$ cat src/rtl/servo_pkg.sv
// Shared types and default widths for the servo PWM generator and its ramp sequencer.
// Combinational constants only: no latency and no backpressure.
// Downstream PWM logic sizes its duty compare from DEF_DUTY_W and DEF_DUTY_MAX.
package servo_pkg;

    localparam int DEF_DUTY_W   = 7;
    localparam int DEF_DUTY_MAX = 100;
    localparam int DWELL_W      = 8;

    typedef enum logic [1:0] {
        IDLE   = 2'd0,
        RAMP   = 2'd1,
        SETTLE = 2'd2
    } state_t;

endpackage

$ cat src/rtl/servo_slew_step.sv
// One slew step: moves cur toward tgt by at most stp, never overshooting.
// Purely combinational: zero latency.
// No backpressure; the caller decides when to register nxt.
module servo_slew_step #(
    parameter int DUTY_W = 7,
    parameter int STEP_W = 4
) (
    input  logic [DUTY_W-1:0] cur,
    input  logic [DUTY_W-1:0] tgt,
    input  logic [STEP_W-1:0] stp,
    output logic [DUTY_W-1:0] nxt,
    output logic              at_target
);

    logic [DUTY_W-1:0] stp_d;
    logic [DUTY_W:0]   gap;

    assign stp_d = {{(DUTY_W-STEP_W){1'b0}}, stp};

    // The extra bit on gap keeps the distance compare free of wraparound.
    always_comb begin
        nxt = cur;
        gap = '0;
        if (tgt > cur) begin
            gap = {1'b0, tgt} - {1'b0, cur};
            nxt = (gap > {1'b0, stp_d}) ? (cur + stp_d) : tgt;
        end else if (cur > tgt) begin
            gap = {1'b0, cur} - {1'b0, tgt};
            nxt = (gap > {1'b0, stp_d}) ? (cur - stp_d) : tgt;
        end
    end

    assign at_target = (nxt == tgt);

endmodule

$ cat src/rtl/servo_ramp_ctrl.sv
// Owns the servo duty register: slews toward commanded targets one step per PWM frame, then dwells.
// Latency: first duty change on the first frame_tick after acceptance; done pulses SETTLE_FRAMES ticks after reaching target.
// Backpressure: cmd_ready is low while busy, during abort, and in the done cycle.
module servo_ramp_ctrl
    import servo_pkg::*;
#(
    parameter int DUTY_W        = DEF_DUTY_W,
    parameter int DUTY_MAX      = DEF_DUTY_MAX,
    parameter int PARK_DUTY     = 0,
    parameter int SETTLE_FRAMES = 8,
    parameter int STEP_W        = 4
) (
    input  logic              clk,
    input  logic              rst_n,
    input  logic              frame_tick,
    input  logic              cmd_valid,
    output logic              cmd_ready,
    input  logic [DUTY_W-1:0] cmd_target,
    input  logic [STEP_W-1:0] cmd_step,
    input  logic              abort,
    output logic [DUTY_W-1:0] duty_out,
    output logic              busy,
    output logic              done,
    output logic              clamped
);

    localparam logic [DUTY_W-1:0]  DMAX   = DUTY_W'(DUTY_MAX);
    localparam logic [DUTY_W-1:0]  PARK   = DUTY_W'(PARK_DUTY);
    localparam logic [DWELL_W-1:0] SETTLE_N = DWELL_W'(SETTLE_FRAMES);

    state_t               state, state_n;
    logic [DUTY_W-1:0]    duty_q, duty_n, tgt_q, tgt_n, slew_nxt;
    logic [STEP_W-1:0]    stp_q, stp_n;
    logic [DWELL_W-1:0]   dwell_q, dwell_n;
    logic                 slew_at, hs;
    logic                 rdy_q, rdy_n, busy_q, done_q, done_n, clamped_q, clamped_n;

    servo_slew_step #(
        .DUTY_W (DUTY_W),
        .STEP_W (STEP_W)
    ) u_slew (
        .cur       (duty_q),
        .tgt       (tgt_q),
        .stp       (stp_q),
        .nxt       (slew_nxt),
        .at_target (slew_at)
    );

    // rdy_q is only set once we are in IDLE and past the done cycle.
    assign cmd_ready = rdy_q && !abort;
    assign hs        = cmd_valid && cmd_ready;

    always_ff @(posedge clk or negedge rst_n) begin
        if (!rst_n) begin
            state     <= IDLE;
            duty_q    <= PARK;
            tgt_q     <= '0;
            stp_q     <= '0;
            dwell_q   <= '0;
            rdy_q     <= 1'b0;
            busy_q    <= 1'b0;
            done_q    <= 1'b0;
            clamped_q <= 1'b0;
        end else begin
            state     <= state_n;
            duty_q    <= duty_n;
            tgt_q     <= tgt_n;
            stp_q     <= stp_n;
            dwell_q   <= dwell_n;
            rdy_q     <= rdy_n;
            busy_q    <= (state_n != IDLE);
            done_q    <= done_n;
            clamped_q <= clamped_n;
        end
    end

    always_comb begin
        state_n = state;
        if (abort) begin
            state_n = IDLE;
        end else begin
            case (state)
                IDLE:    if (hs) state_n = RAMP;
                RAMP:    if (frame_tick && slew_at) state_n = SETTLE;
                SETTLE:  if (frame_tick && dwell_q == DWELL_W'(1)) state_n = IDLE;
                default: state_n = IDLE;
            endcase
        end
    end

    // Abort freezes every datapath register, so the duty seen by the PWM is held as-is.
    always_comb begin
        duty_n    = duty_q;
        tgt_n     = tgt_q;
        stp_n     = stp_q;
        dwell_n   = dwell_q;
        done_n    = 1'b0;
        clamped_n = 1'b0;
        if (!abort) begin
            case (state)
                IDLE: begin
                    if (hs) begin
                        tgt_n     = (cmd_target > DMAX) ? DMAX : cmd_target;
                        stp_n     = (cmd_step == '0) ? STEP_W'(1) : cmd_step;
                        clamped_n = (cmd_target > DMAX);
                    end
                end
                RAMP: begin
                    if (frame_tick) begin
                        duty_n = slew_nxt;
                        if (slew_at) dwell_n = SETTLE_N;
                    end
                end
                SETTLE: begin
                    if (frame_tick) begin
                        dwell_n = dwell_q - DWELL_W'(1);
                        done_n  = (dwell_q == DWELL_W'(1));
                    end
                end
                default: ;
            endcase
        end
        rdy_n = (state_n == IDLE) && !done_n;
    end

    assign duty_out = duty_q;
    assign busy     = busy_q;
    assign done     = done_q;
    assign clamped  = clamped_q;

endmodule

$ cat config.mk
export PLATFORM = sky130hd
export DESIGN_NAME = servo_ramp_ctrl
export DESIGN_NICKNAME = d
export VERILOG_FILES = /design/src/rtl/servo_pkg.sv /design/src/rtl/servo_slew_step.sv /design/src/rtl/servo_ramp_ctrl.sv
export SDC_FILE = /design/constraint.sdc
export NUM_CORES = 1
export LEC_CHECK = 0
export CAP_MARGIN = 20
export CORE_MARGIN = 5
export CORE_UTILIZATION = 55
export DETAILED_ROUTE_END_ITERATION = 7
export PLACE_DENSITY = 0.74
export SKIP_CTS_REPAIR_TIMING = 1
export SYNTH_ARGS = -nofsm -noshare
export SYNTH_HDL_FRONTEND = slang
export SYNTH_SLANG_ARGS = --single-unit
$ cat constraint.sdc
create_clock -name clk -period 7.6 [get_ports clk]
set_input_delay 1.9 -clock clk [delete_from_list [all_inputs] [get_ports clk]]
set_output_delay 1.9 -clock clk [all_outputs]
set_load 0.05 [all_outputs]
==> results of run 1 <==
[sequential cells by signal, summed over array words and instances (netlist names)]
signal,flops
dwell_q,8
duty_out,7
tgt_q,7
stp_q,4
state,2
busy,1
clamped,1
done,1
rdy_q,1
[synthesized netlist by cell type, types with 4 or more instances]
master | count | area [µm²]
a211o_1 | 6 | 52.55
a211oi_1 | 4 | 30.03
a21oi_1 | 25 | 125.1
a221oi_1 | 5 | 43.79
a31oi_1 | 4 | 25.02
and2_1 | 4 | 25.02
buf_2 | 5 | 25.02
clkbuf_1 | 7 | 26.28
dfrtp_1 | 32 | 800.8
fa_1 | 4 | 80.08
ha_1 | 31 | 387.9
inv_1 | 31 | 116.4
mux2_2 | 7 | 78.83
mux2i_1 | 8 | 80.08
nand2_1 | 31 | 116.4
nand2b_1 | 10 | 62.56
nand3_1 | 9 | 45.04
nor2_1 | 44 | 165.2
nor2b_1 | 5 | 31.28
nor3_1 | 5 | 25.02
nor4_1 | 5 | 31.28
o21a_1 | 4 | 30.03
o21ai_0 | 24 | 120.1
o22ai_1 | 4 | 25.02
xnor2_1 | 14 | 122.6
xor2_1 | 5 | 43.79
[layout make-up]
| class | instances | area [µm²] | area share, % |
|---|---|---|---|
| Inverter | 31 | 116.4 | 3.094 |
| Multi-Input combinational cell | 320 | 2349 | 62.44 |
| Sequential cell | 32 | 800.8 | 21.29 |
| Tap cell | 75 | 93.84 | 2.495 |
| Clock buffer | 7 | 96.34 | 2.562 |
| Clock inverter | 1 | 30.03 | 0.7984 |
| Timing Repair Buffer | 28 | 275.3 | 7.319 |
[kinds of logic (layout without fill, tap and decap cells)]
family                     after synthesis  count (layout)  synth area share [%]
AOI/OAI and AO/OA                      113             113                 23.48
xor gates and xnor gates                22              22                 6.827
adders and majority gates               35              35                 14.03
buffers and inverters                   45              67                 5.589
DFF                                     32              32                 24.01
muxes                                   17              17                 5.439
and+or+nand+nor                        133             133                 20.63
[stage by stage]
stage          area [µm²]  instances
2_1_floorplan        3336        397
3_3_place_gp         3635        486
3_5_place_dp         3635        486
4_1_cts              3761        494
5_1_grt              3761        494
6_report             3761        494
[metal layers]
metal / vias to the layer above / global-route usage (%) / share of wire [%]
met2: 89 / 37.05 / 45
li1: 1483 / - / -
met1: 1429 / 32.55 / 47
met5: - / 0 / 0
met4: 0 / 9.066 / 3.1
met3: 25 / 3.387 / 5.2
[how the worst max path moves through the flow]
stage           endpoint  slack (ns)  cells after the start
3_3_place_gp   cmd_ready        2.31                      3
5_1_grt        cmd_ready        2.17                      3
2_1_floorplan  cmd_ready        3.08                      1
3_5_place_dp   cmd_ready        2.29                      3
4_1_cts        cmd_ready        2.27                      3
6_report       cmd_ready        2.28                      3
==> impl_results.md, run 1 <==
* Cells after Synth at 397
* Hold Path Sink: dwell_q[1]
* DR vias/cell at 6.126
* Buf/Inv on CP at 2
* Pre-antenna DRT Iters at 5
* Final setup skew at 0.005191 ns
* Total global routing overflow at 0
* First-pass GRT wire length at 14.24 mm
* Critical Path Slowest Stage Cell: clkdlybuf4s50_1
* H-tree level count at 2
* Commonest non-fill, non-tap cell in the layout: nor2_1
* Final WL at 8.441 mm
* Mapped Nets at 448
* Number of global-route vias before repair at 2996
* Core box area at 0.005921 mm²
* F_max at 188.0 MHz
* Post-route ant nets at 0
* Mean Syn Cell Area at 8.402 µm²
* Reg-to-Reg Start: duty_out[2]
* Util after Layout at 63.52%
* Flop-to-flop setup slack at 2.80 ns
* Clock Sinks at 32
* CP most frequent cell: clkdlybuf4s50_1
* Synth async-reset ratio at 100.0%
* Number of synthesized flops with an enable pin at 0
* Req. time, crit path at 5.70 ns
* FF-to-FF End: dwell_q[1]
* Hold Startpoint: dwell_q[1]
* Worst min path class: flop to flop
* Worst slew margin at 40.84%
* P&R area growth vs syn at 12.75%
* Fill count at 524
* CP Capture Type: output pin
* Initial core utilization at 56.34%
* Fin Hold WS at 0.5437 ns
* CP Cell Sequence: clkdlybuf4s50_1, nor2b_1, clkdlybuf4s50_1
* Overall Global Routing Usage at 23.48%
* Most frequent cells in the layout: nor2_1, dfrtp_1, inv_1, nand2_1, ha_1
* Maximum fanout along the worst path at 6
* WHS Path Cells at 1
* Primary FF master, synth: dfrtp_1
* CTS tree: done
* Status: finished, final reports clean
* Setup Viol. Count Final at 0
* Crit path from: abort
* Ant diodes at 0
* Max Root-Sink Buffers at 2
* Max incr delay on CP at 0.83 ns
* Max-Cap Viols at 0
* DIE AREA at 0.007722 mm²
* Initial antenna violation count at 0
* PortBufs at 26
* FF-to-FF path depth at 15
* Crit path max-delay family: buffers and inverters
* Slew @ Worst Pin at 0.8808 ns
* CP startpoint kind: input pin
* Clock latency on the worst-skew pair at 0.29 ns
* Drt wl/cell at 17.09 µm
* Setup WS pre-CTS at 2.288 ns
* Sum Neg Setup Slack at 0 ns
* Distinct cells, synth at 70
* Die span in y at 87.88 µm
* DRC at 0
* Placer Congestion at 0.8873
* Pin count of the biggest net entering global routing at 33
* Final worst setup slack at 2.281 ns
* Total number of vias at 3026
* Share of layout cells above drive strength 1 at 7.399%
* Fin crit share at 69.98%
* Arrival time at the worst endpoint at 3.42 ns
* Unrepaired setup endpoints after global routing: false
* CTS Root Cell: clkbuf_8
* Ys Warns at 0
* Clock-pin slew on the worst setup and hold paths at 0.07 ns
* I/O pin count at 27
* TritonCTS buffer count at 5
* Row count at 28
* Final Max Slew Viols at 0
* Synthesized cell area at 0.003336 mm²
* Starting DRT DRC Count at 233
* Post-synthesis sequential area ratio at 24.01%
* Fin nets at 469
* Die outline width at 87.88 µm
* Final Hold Vio Count at 0
* Detailed-placement wirelength estimate at 6.672 mm
* Post-synthesis register bit count at 32
* Fin crit period at 5.319 ns
* CP Class: input pin to output pin
Power of run 1 is not shown: default switching activity piles up to over one toggle a cycle in this logic, so the estimate is an artifact.
==> run 2: changes to the inputs <==
- CORE_UTILIZATION: 55 -> 54
- PLACE_DENSITY: 0.74 -> 0.76
- clock period: 7.6 -> 4.58 ns (I/O delays scaled with it)
==> run 2 against run 1 <==
Net effect:
- utilization is 0.80 points higher
- worst setup slack worse by 1.9 ns
- global-route usage up 1.0 points
- sequential share of layout area decreased by 0.39 points
==> impl_results.md, run 2 (synthesized netlist as in run 1, its figures left out) <==
* Max reg flops at 8
* Unrepaired setup endpoints after global routing: false
* Placer Congestion at 0.9758
* Detailed-placement wirelength estimate at 6.963 mm
* Die span in y at 88.60 µm
* CP Cell Sequence: inv_1, ha_1, o21ai_0, a21oi_1, nor2_1, ha_1, nand3_1, nor2_1, o32a_1, nor4_2, a21oi_1, a211o_1, nor4_4, nand3_2, a31o_1
* Row count at 28
* Dpl cell area at 0.003702 mm²
* Pin count of the biggest net entering global routing at 33
* PortBufs at 26
* Maximum fanout along the worst path at 9
* Status: finished, final reports clean
* Reg-to-Reg Start: duty_out[3]
* Max incr delay on CP at 0.50 ns
* CP Capture Type: flop
* Total global routing overflow at 0
* Pre-antenna DRT Iters at 5
* Critical Path Slowest Stage Cell: dfrtp_1
* CP Class: flop to flop
* Clock Sinks at 32
* Worst min path class: flop to flop
* Clock latency on the worst-skew pair at 0.28 ns
* CP startpoint kind: flop
* Post-route ant nets at 0
* DRC at 0
* Total number of vias at 3128
* DIE AREA at 0.007849 mm²
* Final setup skew at 0.003930 ns
* Reg with most FFs: dwell_q
* Final Hold Vio Count at 0
* TritonCTS buffer count at 5
* Fin crit period at 4.220 ns
* P&R area growth vs syn at 14.85%
* Fin nets at 478
* CTS Root Cell: clkbuf_8
* Buf/Inv on CP at 1
* Crit path max-delay family: compound AO/OA/AOI/OAI gates
* Overall Global Routing Usage at 24.48%
* Fin cells at 503
* Number of global-route vias before repair at 2996
* Max-Cap Viols at 0
* Drt wl/cell at 17.68 µm
* Fin crit share at 92.14%
* Commonest non-fill, non-tap cell in the layout: nor2_1
* Initial antenna violation count at 0
* Ant diodes at 0
* Worst slew margin at 37.99%
* Initial core utilization at 56.01%
* Most frequent cells in the layout: nor2_1, dfrtp_1, inv_1, nand2_1, ha_1
* DR vias/cell at 6.219
* Final WL at 8.895 mm
* Setup Viol. Count Final at 0
* Fill count at 536
* Die outline width at 88.60 µm
* F_max at 237.0 MHz
* H-tree level count at 2
* Final Max Slew Viols at 0
* First-pass GRT wire length at 14.88 mm
* Max Root-Sink Buffers at 2
* Sum Neg Setup Slack at 0 ns
* Core box area at 0.005956 mm²
* Post-route cell area at 0.003831 mm²
* Crit path from: duty_out[3]
* CTS tree: done
* Hold Startpoint: stp_q[3]
* Slew @ Worst Pin at 0.9282 ns
* Req. time, crit path at 4.76 ns
* Clock-pin slew on the worst setup and hold paths at 0.07 ns
* # placed instances at 495
* Share of layout cells above drive strength 1 at 9.579%
* Arrival time at the worst endpoint at 4.40 ns
* Starting DRT DRC Count at 257
* I/O pin count at 27
-- run 2: layout make-up --
type | instances | area (µm²) | area share (%)
clock buffers | 7 | 96.34 | 2.515
clock inverters | 1 | 30.03 | 0.7838
inverters | 31 | 116.4 | 3.037
multi-input cells | 320 | 2351 | 61.37
flip-flops and latches | 32 | 800.8 | 20.90
well taps | 75 | 93.84 | 2.449
repair buffers | 37 | 342.8 | 8.948
-- run 2: through the flow --
step | hold slack, ns | utilization [%] | setup WS (ns)
floorplan | 0.4953 | - | 0.3436
detailed placement | 0.5316 | 62.16 | 0.3715
global placement | 0.5139 | 62.16 | 0.4720
global route | 0.5684 | 64.33 | 0.08772
CTS | 0.5474 | 64.29 | 0.3199
finish | 0.5424 | 64.33 | 0.3599
-- run 2: final timing paths --
path | to | slack [ns] | cells after the start
worst max-delay path | dwell_q[1] | 0.36 | 15
worst min-delay path | stp_q[3] | 0.54 | 1
worst max register to register | dwell_q[1] | 0.36 | 15
worst min register to register | stp_q[3] | 0.54 | 1
max in group asynchronous | clamped | 3.04 | 2
min in group asynchronous | stp_q[1] | 1.25 | 2
-- run 2: metal layers --
metal / wire length, µm / track usage, %
met5: 0 / 0
met4: 229 / 8.516
met3: 482 / 3.073
met2: 4089 / 38.48
met1: 4094 / 34.78
Power of run 2 is left out for the same reason.
==> run 3: changes to the inputs <==
- SLEW_MARGIN: not set -> 5
==> results of run 3 <==
Same layout as run 2: the final DEF is identical, and so are final timing and power.
Power of run 3 is left out for the same reason.
